`config.mk`:
```
export PLATFORM = sky130hd
export DESIGN_NAME = router_1xn_flat
export DESIGN_NICKNAME = d
export VERILOG_FILES = /design/src/rtl/router_1xn_pkg.sv /design/src/rtl/router_1xn_if.sv /design/src/rtl/router_1xn_fifo.sv /design/src/rtl/router_1xn.sv /design/src/flat_wrapper.sv
export SDC_FILE = /design/constraint.sdc
export NUM_CORES = 1
export LEC_CHECK = 0
export BUFFER_PORTS_ARGS = -buffer_cell sky130_fd_sc_hd__buf_2
export CORE_ASPECT_RATIO = 1.4
export CORE_UTILIZATION = 39
export CTS_CLUSTER_DIAMETER = 30
export CTS_CLUSTER_SIZE = 25
export DETAILED_ROUTE_END_ITERATION = 7
export GPL_TIMING_DRIVEN = 0
export PLACE_DENSITY_LB_ADDON = 0.2
export SLEW_MARGIN = 10
export SYNTH_ARGS = -nofsm -noshare
export SYNTH_HDL_FRONTEND = slang
export SYNTH_SLANG_ARGS = --single-unit
```
`constraint.sdc`:
```
create_clock -name clock -period 3.17 [get_ports clock]
set_input_delay 0.634 -clock clock [delete_from_list [all_inputs] [get_ports clock]]
set_output_delay 0.634 -clock clock [all_outputs]
set_load 0.02 [all_outputs]
```
`src/rtl/router_1xn_pkg.sv`:
```
// Shared types and helpers for the 1-to-N packet router.
// Optional build macro ROUTER_1XN_DROP_BAD_EN is consumed by the router and its FIFOs.
package router_1xn_pkg;

   typedef enum logic [1:0] {IDLE, LOAD, CHECK, DROP} state_t;

   // Header layout is {len, addr}; addr sits at the bottom of the byte.
   localparam int HDR_ADDR_LSB = 0;

   function automatic int addr_w(input int ports);
      return (ports > 1) ? $clog2(ports) : 1;
   endfunction

   function automatic int len_w(input int data_w, input int ports);
      return data_w - addr_w(ports);
   endfunction

   function automatic int ptr_w(input int depth);
      return $clog2(depth);
   endfunction

endpackage

```
`src/rtl/router_1xn_if.sv`:
```
// Packet input, per-channel read side and status flags of the router.
interface router_1xn_if #(
   parameter int DATA_W    = 8,
   parameter int NUM_PORTS = 3
);
   logic [DATA_W-1:0]           data_in;
   logic                        pkt_valid;
   logic [NUM_PORTS-1:0]        read_enb;
   logic [NUM_PORTS*DATA_W-1:0] data_out;
   logic [NUM_PORTS-1:0]        valid_out;
   logic                        busy;
   logic                        error;
   logic                        drop;

   modport master (
      output data_in, pkt_valid, read_enb,
      input  data_out, valid_out, busy, error, drop
   );

   modport slave (
      input  data_in, pkt_valid, read_enb,
      output data_out, valid_out, busy, error, drop
   );
endinterface

```
`src/rtl/router_1xn_fifo.sv`:
```
// Per-channel output FIFO with soft-flush timer; ROUTER_1XN_DROP_BAD_EN adds
// a committed write pointer so only checked packets become visible.
module router_1xn_fifo
   import router_1xn_pkg::*;
#(
   parameter int DATA_W  = 8,
   parameter int DEPTH   = 16,
   parameter int TIMEOUT = 30
) (
   input  logic              clock,
   input  logic              reset,
   input  logic              wr,
   input  logic [DATA_W-1:0] wdata,
   input  logic              rd,
   input  logic              commit,
   input  logic              rollback,
   output logic [DATA_W-1:0] rdata,
   output logic              valid,
   output logic              ready,
   output logic              flush
);
   localparam int PW = ptr_w(DEPTH);
   localparam int TW = $clog2(TIMEOUT + 1);
   localparam logic [TW-1:0] TO_LAST = TW'(TIMEOUT - 1);

   logic [DATA_W-1:0] mem [DEPTH];
   logic [PW:0]       wr_ptr, rd_ptr, vis_ptr, wr_nx;
   logic [TW-1:0]     idle_cnt;
   logic              full, rd_fire, stale;

   assign wr_nx   = wr_ptr + {{PW{1'b0}}, wr};
   assign full    = (wr_ptr ^ rd_ptr) == {1'b1, {PW{1'b0}}};
   assign valid   = vis_ptr != rd_ptr;
   assign rd_fire = rd && valid;
   // A read in the same cycle frees the slot the write needs.
   assign ready   = !full || rd_fire;
   assign stale   = valid && !rd;
   assign flush   = stale && (idle_cnt == TO_LAST);

   always_ff @(posedge clock)
      if (wr) mem[wr_ptr[PW-1:0]] <= wdata;

   always_ff @(posedge clock) begin
      if (reset) begin
         rd_ptr   <= '0;
         rdata    <= '0;
         idle_cnt <= '0;
      end else begin
         if (rd_fire) rdata <= mem[rd_ptr[PW-1:0]];
         idle_cnt <= (stale && !flush) ? idle_cnt + TW'(1) : '0;
         // Flush also swallows a byte being written this cycle.
         if (flush)        rd_ptr <= wr_nx;
         else if (rd_fire) rd_ptr <= rd_ptr + (PW+1)'(1);
      end
   end

`ifdef ROUTER_1XN_DROP_BAD_EN
   logic [PW:0] cm_ptr;

   always_ff @(posedge clock) begin
      if (reset) begin
         wr_ptr <= '0;
         cm_ptr <= '0;
      end else if (flush) begin
         wr_ptr <= wr_nx;
         cm_ptr <= wr_nx;
      end else if (rollback) begin
         wr_ptr <= cm_ptr;
      end else begin
         wr_ptr <= wr_nx;
         if (commit) cm_ptr <= wr_ptr;
      end
   end

   assign vis_ptr = cm_ptr;
`else
   logic unused_ctl;
   assign unused_ctl = commit | rollback;

   always_ff @(posedge clock) begin
      if (reset) wr_ptr <= '0;
      else       wr_ptr <= wr_nx;
   end

   assign vis_ptr = wr_ptr;
`endif

endmodule

```
`src/rtl/router_1xn.sv`:
```
// 1-to-N byte-serial packet router: header decode, parity/length check, backpressure.
// Build with ROUTER_1XN_DROP_BAD_EN to hide failed packets from readers.
module router_1xn
   import router_1xn_pkg::*;
#(
   parameter int DATA_W    = 8,
   parameter int NUM_PORTS = 3,
   parameter int DEPTH     = 16,
   parameter int TIMEOUT   = 30
) (
   input logic         clock,
   input logic         reset,
   router_1xn_if.slave bus
);
   localparam int ADDR_W = addr_w(NUM_PORTS);
   localparam int LEN_W  = len_w(DATA_W, NUM_PORTS);

   state_t                           state;
   logic [ADDR_W-1:0]                dest, hdr_addr, sel;
   logic [LEN_W-1:0]                 hdr_len, len, cnt;
   logic [DATA_W-1:0]                par;
   logic                             addr_ok, busy, error, drop, mism;
   logic [NUM_PORTS-1:0]             wr, ready, flush, valid, commit, rollback;
   logic [NUM_PORTS-1:0][DATA_W-1:0] rdata;

   assign hdr_addr = bus.data_in[HDR_ADDR_LSB +: ADDR_W];
   assign hdr_len  = bus.data_in[DATA_W-1 -: LEN_W];
   assign addr_ok  = {1'b0, hdr_addr} < (ADDR_W+1)'(NUM_PORTS);
   assign sel      = (state == IDLE) ? hdr_addr : dest;
   assign mism     = (par != bus.data_in) || (cnt != len);

   always_comb begin
      busy = 1'b0;
      wr   = '0;
      case (state)
         IDLE: if (bus.pkt_valid && addr_ok) begin
            busy    = !ready[sel];
            wr[sel] = ready[sel];
         end
         LOAD: begin
            busy    = !ready[sel];
            wr[sel] = ready[sel];
         end
         CHECK:   busy = 1'b1;
         default: ;
      endcase
   end

`ifdef ROUTER_1XN_DROP_BAD_EN
   always_comb begin
      commit   = '0;
      rollback = '0;
      if (state == CHECK) begin
         commit[dest]   = !error;
         rollback[dest] = error;
      end
   end
`else
   assign commit   = '0;
   assign rollback = '0;
`endif

   always_ff @(posedge clock) begin
      if (reset) begin
         state <= IDLE;
         dest  <= '0;
         par   <= '0;
         len   <= '0;
         cnt   <= '0;
         error <= 1'b0;
         drop  <= 1'b0;
      end else begin
         error <= 1'b0;
         drop  <= 1'b0;
         case (state)
            IDLE: if (bus.pkt_valid) begin
               if (!addr_ok) state <= DROP;
               else if (ready[hdr_addr]) begin
                  dest  <= hdr_addr;
                  par   <= bus.data_in;
                  len   <= hdr_len;
                  cnt   <= '0;
                  state <= flush[hdr_addr] ? DROP : LOAD;
               end
            end
            LOAD: if (flush[dest]) begin
               // Queue emptied under us: discard the rest of this packet.
               drop  <= ready[dest] && !bus.pkt_valid;
               state <= (ready[dest] && !bus.pkt_valid) ? IDLE : DROP;
            end else if (ready[dest]) begin
               if (bus.pkt_valid) begin
                  par <= par ^ bus.data_in;
                  cnt <= cnt + LEN_W'(1);
               end else begin
                  error <= mism;
`ifdef ROUTER_1XN_DROP_BAD_EN
                  drop  <= mism;
`endif
                  state <= CHECK;
               end
            end
            CHECK: state <= IDLE;
            DROP: if (!bus.pkt_valid) begin
               drop  <= 1'b1;
               state <= IDLE;
            end
            default: state <= IDLE;
         endcase
      end
   end

   for (genvar k = 0; k < NUM_PORTS; k++) begin : g_port
      router_1xn_fifo #(
         .DATA_W (DATA_W),
         .DEPTH  (DEPTH),
         .TIMEOUT(TIMEOUT)
      ) u_fifo (
         .clock   (clock),
         .reset   (reset),
         .wr      (wr[k]),
         .wdata   (bus.data_in),
         .rd      (bus.read_enb[k]),
         .commit  (commit[k]),
         .rollback(rollback[k]),
         .rdata   (rdata[k]),
         .valid   (valid[k]),
         .ready   (ready[k]),
         .flush   (flush[k])
      );
   end

   assign bus.data_out  = rdata;
   assign bus.valid_out = valid;
   assign bus.busy      = busy;
   assign bus.error     = error;
   assign bus.drop      = drop;

endmodule

```
`src/flat_wrapper.sv`:
```
// flat-port wrapper written by rule: the top's interface ports become plain ports
module router_1xn_flat import router_1xn_pkg::*;
#(
   parameter int DATA_W    = 8,
   parameter int NUM_PORTS = 3,
   parameter int DEPTH     = 16,
   parameter int TIMEOUT   = 30
)
  (clock, reset, bus_data_in, bus_pkt_valid, bus_read_enb, bus_data_out, bus_valid_out, bus_busy, bus_error, bus_drop);
  router_1xn_if #(.DATA_W(DATA_W), .NUM_PORTS(NUM_PORTS)) bus_i ();
  input logic clock;
  input logic reset;
  input wire logic [$bits(bus_i.data_in)-1:0] bus_data_in;
  input wire logic [$bits(bus_i.pkt_valid)-1:0] bus_pkt_valid;
  input wire logic [$bits(bus_i.read_enb)-1:0] bus_read_enb;
  output wire logic [$bits(bus_i.data_out)-1:0] bus_data_out;
  output wire logic [$bits(bus_i.valid_out)-1:0] bus_valid_out;
  output wire logic [$bits(bus_i.busy)-1:0] bus_busy;
  output wire logic [$bits(bus_i.error)-1:0] bus_error;
  output wire logic [$bits(bus_i.drop)-1:0] bus_drop;
  assign bus_i.data_in = bus_data_in;
  assign bus_i.pkt_valid = bus_pkt_valid;
  assign bus_i.read_enb = bus_read_enb;
  assign bus_data_out = bus_i.data_out;
  assign bus_valid_out = bus_i.valid_out;
  assign bus_busy = bus_i.busy;
  assign bus_error = bus_i.error;
  assign bus_drop = bus_i.drop;
  router_1xn #(.DATA_W(DATA_W), .NUM_PORTS(NUM_PORTS), .DEPTH(DEPTH), .TIMEOUT(TIMEOUT)) u_core (.clock(clock), .reset(reset), .bus(bus_i));
endmodule
```
=== After elaboration in Yosys (flattened, before gate mapping) ===
Memories as Yosys holds them, arrays and structs flattened. A register that Yosys moved wholly into a read port is not among the register bits.
Cells that the tools add are included.

* Output and inout bits: 30
* Register bits after elaboration: 71
* RAM bits: 384
* Input bits: 14
* Logic and storage cells: 166
* Memories kept: 3

* $add $sub $neg: 10
* Reduce and logical (&&, ||, !) cells: 42
* Multiplexer cells: 56
* Order comparisons: 5
* Equality and inequality tests: 24
* Bitwise logic cells: 10

{| class="wikitable"
|+ Memories
! memory !! depth !! bits a word !! rd ports !! clocked after Yosys merged registers in !! write ports !! line !! text
|-
| u_core.g_port[0].u_fifo.mem || 16 || 8 || 1 || 1 || 1 || router_1xn_fifo.sv:26 || <nowiki>logic [DATA_W-1:0] mem [DEPTH];</nowiki>
|-
| u_core.g_port[1].u_fifo.mem || 16 || 8 || 1 || 1 || 1 || router_1xn_fifo.sv:26 ||
|-
| u_core.g_port[2].u_fifo.mem || 16 || 8 || 1 || 1 || 1 || router_1xn_fifo.sv:26 ||
|}

{| class="wikitable"
|+ Operator list
! operator !! number
|-
| 8-bit 2-to-1 mux || 6
|-
| 6-bit 2-to-1 mux || 6
|-
| 5-bit by 1-bit adder with 5-bit output, second input constant || 6
|-
| 5-bit equality test, second input constant || 6
|-
| 5-bit 2-to-1 mux || 6
|-
| 2-bit 2-to-1 mux || 10
|-
| 8-bit one-hot mux with 2 select lines || 1
|-
| 5-bit by 1-bit adder with 5-bit output || 3
|-
| 1-bit logical AND || 15
|-
| 1-bit 2-to-1 mux || 15
|-
| 5-bit inequality test || 3
|-
| 5-bit XOR || 3
|-
| 6-bit one-hot mux with 2 select lines || 1
|-
| 1-bit logical NOT || 11
|-
| 1-bit binary-select mux with 2-bit select || 5
|-
| 2-bit inequality test, second input constant || 5
|-
| 2-bit by 3-bit < comparator with 1-bit output, second input constant || 3
|-
| 8-bit inequality test || 1
|-
| 2-bit one-hot mux with 4 select lines || 1
|-
| 2-bit nonzero test || 4
|-
| 8-bit XOR || 1
|-
| 7-bit AND reduction || 1
|-
| 6-bit by 1-bit adder with 6-bit output, second input constant || 1
|-
| 6-bit inequality test || 1
|-
| 21 further kinds || 32
|}

=== Logic depth before layout (Yosys ltp) ===
* Depth after elaboration: 11
* Depth in mapped cells: 14
* Mapped depth without buffers: 12

=== Modules after synthesis ===
From an unflattened synthesis, not the netlist that was laid out.

* Cells, all modules: 1310
* Area, all modules: 19969.2 µm²

{| class="wikitable"
|+ By module, submodules not included
! module !! instances !! seq. area each (µm²) !! area an instance (µm²) !! cells each
|-
| router_1xn_fifo (u_core.g_port[1].u_fifo) || 1 || 4304.1 || 6083.3 || 379
|-
| router_1xn_fifo (u_core.g_port[0].u_fifo) || 1 || 4304.1 || 6078.3 || 363
|-
| router_1xn_fifo (u_core.g_port[2].u_fifo) || 1 || 4304.1 || 6078.3 || 362
|-
| router_1xn || 1 || 520.5 || 1729.2 || 206
|}

=== Worst setup path before layout ===
Ideal clock, no wire load.

* Path type: in2reg
* From: input port bus_data_in[0]
* To: memory u_core.g_port[2].u_fifo.mem[0][0] (enable)
* Cell stages on the path: 5
* Setup slack: -0.001 ns
* Arrival: 2.787 ns
* Required time: 2.787 ns
* Cells stage by stage: clkbuf_1 -> mux2_2 -> nor4_1 -> or3b_2 -> nor3_1

* Cells in the longest elaborated chain, start to end: 10

{| class="wikitable"
|+ RTL lines
! element !! line !! text
|-
| start: declaration || flat_wrapper.sv:13 || <nowiki>input wire logic [$bits(bus_i.data_in)-1:0] bus_data_in;</nowiki>
|-
| 2-bit 2-to-1 mux || router_1xn.sv:29 || <nowiki>assign sel = (state == IDLE) ? hdr_addr : dest;</nowiki>
|-
| 2-bit by 3-bit < comparator with 1-bit output (implied by the code) / 2-bit by 1-bit greater-or-equal comparator with 1-bit output (equally long branches) || router_1xn.sv:38, router_1xn.sv:42 ||
|-
| 1-bit logical AND (implied by the code) || router_1xn.sv:38, router_1xn.sv:42 ||
|-
| 1-bit 2-to-1 mux (implied by the code) || router_1xn.sv:38, router_1xn.sv:42 ||
|-
| 1-bit demux with 2-bit select || - ||
|-
| 3-bit AND (no line) || - ||
|-
| 3-bit 2-to-1 mux || router_1xn.sv:36 || <nowiki>IDLE: if (bus.pkt_valid && addr_ok) begin</nowiki>
|-
| 3-bit one-hot mux with 2 select lines * || router_1xn.sv:35 || <nowiki>case (state)</nowiki>
|-
| 1-bit 2-to-1 mux * || router_1xn_fifo.sv:41 || <nowiki>if (wr) mem[wr_ptr[PW-1:0]] <= wdata;</nowiki>
|-
| 1-bit 2-to-1 mux (implied by the code) * || router_1xn_fifo.sv:41 ||
|-
| end: declaration || router_1xn_fifo.sv:26 ||
|}

Mark *: on every way between the ends. The rest lies on a longest branch, timed or not. The select of a mux whose other input is x is not followed.

=== Worst setup path after layout ===
* From: register u_core.g_port[1].u_fifo.wr_ptr[1]
* To: output port bus_busy

* Cells in the longest elaborated chain, start to end: 9

{| class="wikitable"
|+ RTL lines
! element !! line !! text
|-
| start: declaration || router_1xn_fifo.sv:27 || <nowiki>logic [PW:0] wr_ptr, rd_ptr, vis_ptr, wr_nx;</nowiki>
|-
| start signal: assignment || router_1xn_fifo.sv:82 || <nowiki>else wr_ptr <= wr_nx;</nowiki>
|-
| 5-bit XOR || router_1xn_fifo.sv:32 || <nowiki>assign full = (wr_ptr ^ rd_ptr) == {1'b1, {PW{1'b0}}};</nowiki>
|-
| 5-bit equality test || router_1xn_fifo.sv:32 ||
|-
| 1-bit logical NOT || router_1xn_fifo.sv:36 || <nowiki>assign ready = !full || rd_fire;</nowiki>
|-
| 1-bit logical OR * || router_1xn_fifo.sv:36 ||
|-
| 1-bit binary-select mux with 2-bit select * || router_1xn.sv:37, router_1xn.sv:41 ||
|-
| 1-bit 2-to-1 mux (implied by the code) * || router_1xn.sv:37, router_1xn.sv:41 ||
|-
| 1-bit logical NOT * || router_1xn.sv:37, router_1xn.sv:41 ||
|-
| 1-bit 2-to-1 mux || router_1xn.sv:36 ||
|-
| 1-bit one-hot mux with 3 select lines * || router_1xn.sv:35 ||
|-
| end: declaration || flat_wrapper.sv:18 || <nowiki>output wire logic [$bits(bus_i.busy)-1:0] bus_busy;</nowiki>
|}

Marks and branches as above.

==> results.py <==
metrics = {
    "timing": {
        "slew_headroom_pct": 21.91,
        "slew_violations": 0,
        "max_freq_mhz": 327.4,
        "fin_crit_sh_pct": 96.36,
        "tns_ps": 0,
        "setup_viol_count_final": 0,
        "grt_setup_unrepaired": "false",
        "worstMarginPinSlew_ps": 1171,
        "min_period_ps": 3055,
        "hold_viol": 0,
        "fin_skew_ps": 30.56,
    },
    "die": {
        "die_area_mm2": 0.05096,
        "fp-row-count": 96,
        "die-height_um": 266.7,
        "die_w_um": 191.1,
        "start_util_pct": 39.63,
        "io_pins": 44,
        "core_mm2": 0.04925,
    },
    "yosys": {
        "synth_top_area_share_pct": 59.08,
        "synth_top_area_cell": "edfxtp_1",
        "yosys_warnings": 0,
        "synthFlopType": "edfxtp_1",
        "ys_ff_latch": 479,
        "yosysSeqAreaShare_pct": 68.82,
        "syn-cell-area_mm2": 0.01952,
        "syn_nets": 1194,
        "syn_inst": 1164,
        "avgSynthCellArea_um2": 16.77,
        "async_flop_share_pct": 0,
        "synth_edf_count": 384,
        "synthDistinctLibCells": 73,
        "synthTopCellsByArea": "edfxtp_1 59%, mux4_2 14%, dfxtp_1 9.7%",
    },
    "detailed_routing": {
        "routed.top_layer": "met4",
        "vias": 10720,
        "drtPass1Iterations": 5,
        "drt-met1-wl_um": 18200,
        "wl_per_cell_um": 22.61,
        "wl_met3_um": 2065,
        "wl_um": 45280,
        "routed-wl-met2_um": 23800,
        "drt_iter0_drc": 734,
        "routed_via_density": 5.351,
        "drc_errors": 0,
        "ant_nets": 0,
    },
    "clock_network": {
        "cts.clk_slew.worst_paths_ps": 50,
        "clkLatencyLatePin_ps": 620,
        "root_buffer": "clkbuf_16",
        "cts.path.max_buffers": 3,
        "clock_sinks": 479,
        "postCtsHoldBufs": 0,
        "numCtsBuffers": 85,
        "cts_tree": "done",
        "cts_max_level": 3,
    },
    "power": {
        "seqPwrFrac_pct": 38.1,
        "vdd.ir_drop.worst_mv": 0.4284,
        "switching_share_pct": 23.95,
        "p_int_w": 0.01398,
        "powerDensity_mw_per_mm2": 772.6,
        "switchingPower_w": 0.004403,
        "combPwrFrac_pct": 10.5,
        "p_leak_nw": 7.809,
        "clockPowerShare_pct": 51.3,
    },
    "placement": {
        "dp_cells": 1845,
        "gp_congestion": 0.8388,
        "portBuffers": 41,
        "dp_hpwl_um": 28930,
    },
    "worst_setup_path": {
        "critPathRequiredTime_ps": 2540,
        "critPathCaptureType": "output pin",
        "critPathArrivalTime_ps": 2420,
        "rrSetupSlack_ps": 200,
        "path_class": "reg2out",
        "critPathLaunchType": "flop",
        "crit_fanout": 9,
    },
    "finish": {
        "antenna_cells": 0,
        "drive_above_1_share_pct": 28.84,
        "syn_to_final_growth_pct": 21.92,
        "final_util_pct": 48.32,
        "stdcell_count": 2003,
        "fin_nets": 1325,
    },
    "global_route": {
        "antenna_found_initial": 0,
        "grt_max_degree": 54,
        "grt.overflow.total": 0,
        "grt_pass1_wl_um": 68170,
        "grt_pass1_vias": 11030,
        "grt_usage_pct": 18.43,
    },
    "flow_run": {
        "cap_violations": 0,
    },
    "worst_hold_path": {
        "min_path_type": "reg2reg",
    },
    "outcome": {
        "status": "finished clean",
    },
}
==> final timing paths <==
kind,start,endpoint,cells past startpoint
worst min-delay path,u_core.g_port[1].u_fifo.rdata[0],u_core.g_port[1].u_fifo.rdata[0],2
worst max-delay path,u_core.g_port[1].u_fifo.vis_ptr[1],bus_busy,8
worst min register to register,u_core.g_port[1].u_fifo.rdata[0],u_core.g_port[1].u_fifo.rdata[0],2
worst max register to register,u_core.g_port[0].u_fifo.rd_ptr[0],u_core.g_port[0].u_fifo.mem[9][4],10
==> power groups by stage <==
stage          combinational [W]  sequential [W]  clock (W)
2_1_floorplan            0.00126         0.00716          0
3_3_place_gp             0.00190         0.00712          0
3_5_place_dp             0.00192         0.00712          0
4_1_cts                  0.00195         0.00701    0.00960
5_1_grt                  0.00209         0.00702    0.00987
6_report                 0.00193         0.00701    0.00944
==> layer usage <==
layer,global-route usage [%],vias up
met4,7.808,0
met5,0,-
li1,-,4847
met2,32.26,293
met1,22.30,5497
met3,3.077,81
==> worst max-delay path, stage by stage, from the launching register on <==
cell	delay (ps)
dfxtp_1	310
clkbuf_4	210
xnor2_2	160
and4_1	170
buf_2	170
a211oi_2	340
nor4_2	80
o21a_1	210
buf_4	170
==> repair_timing <==
item / CTS / global route
pin swaps: 3 / 2
gates resized for setup: 20 / 15
endpoints found under the hold margin: 0 / 0
buffers inserted: 2 / 1
setup endpoints to repair: 178 / 116
==> Yosys cell counts, drive strengths merged (3+ instances only) <==
| master | instances |
|---|---|
| nand2b | 11 |
| a21oi | 50 |
| inv | 11 |
| a311oi | 6 |
| xnor2 | 28 |
| mux2i | 10 |
| nor4 | 8 |
| edfxtp | 384 |
| nand3b | 4 |
| o21ai | 10 |
| buf | 34 |
| nor2 | 105 |
| mux2 | 3 |
| mux4 | 120 |
| xor2 | 32 |
| nand3 | 30 |
| clkbuf | 33 |
| o21bai | 5 |
| nand2 | 69 |
| nor3 | 22 |
| or3 | 6 |
| dfxtp | 95 |
| nand4 | 8 |
| nor3b | 3 |
| a211oi | 8 |
| o32ai | 3 |
| ha | 16 |
| nor2b | 12 |
==> sequential cells by signal, indices dropped and copies added, names as in the netlist, 2 cells and up <==
| name | flops |
|---|---|
| u_core.par | 8 |
| u_core.dest | 2 |
| u_core.g_port.u_fifo.vis_ptr | 15 |
| u_core.g_port.u_fifo.rd_ptr | 15 |
| u_core.state | 2 |
| u_core.g_port.u_fifo.idle_cnt | 15 |
| u_core.g_port.u_fifo.mem | 384 |
| u_core.len | 6 |
| u_core.g_port.u_fifo.rdata | 24 |
| u_core.cnt | 6 |
==> area by class of cell <==
type / count / area, µm²
plain buffers: 64 / 325.3
flip-flops and latches: 479 / 13440
clock buffers: 101 / 2290
clock inverters: 57 / 739.5
fillers: 4170 / 25450
multi-input cells: 607 / 5902
well taps: 637 / 797.0
inverters: 11 / 41.29
repair buffers: 47 / 265.3
==> cell usage in the layout (no fill, tap or decap), types with 11 or more instances in the layout <==
| cell | n |
|---|---|
| edfxtp_1 | 384 |
| mux4_2 | 120 |
| nor2_1 | 98 |
| dfxtp_1 | 93 |
| clkbuf_16 | 87 |
| nand2_1 | 69 |
| buf_2 | 51 |
| a21oi_1 | 49 |
| clkbuf_1 | 36 |
| xor2_1 | 32 |
| nand3_1 | 30 |
| xnor2_1 | 22 |
| ha_1 | 16 |
| buf_4 | 14 |
| nor2b_1 | 12 |
| bufinv_16 | 12 |
| clkinvlp_4 | 12 |
| inv_1 | 11 |
| nand2b_1 | 11 |
| nor3_2 | 11 |
| clkinv_4 | 11 |
==> cells by family after synthesis <==
family	share of synthesized area [%]
multiplexers	14.53
XOR/XNOR	2.808
AO/OA/AOI/OAI	4.020
flip-flops	68.82
buffers and inverters	1.853
AND/OR/NAND/NOR	6.936
adder cells (fa/ha/maj)	1.026
==> metrics by stage <==
stage / power [W] / hold slack (ps) / area, µm² / setup WS, ps
detailed placement: 0.009046 / 443.5 / 20600 / -1237
CTS: 0.01856 / 444.0 / 23730 / -50.54
global route: 0.01898 / 462.4 / 23800 / 8.956
floorplan: 0.008421 / 433.4 / 19520 / 213.2
global placement: 0.009021 / 442.9 / 20520 / -1580
finish: 0.01838 / 446.6 / 23800 / 115.2
Note: power is estimated with default switching activity, not from simulation.
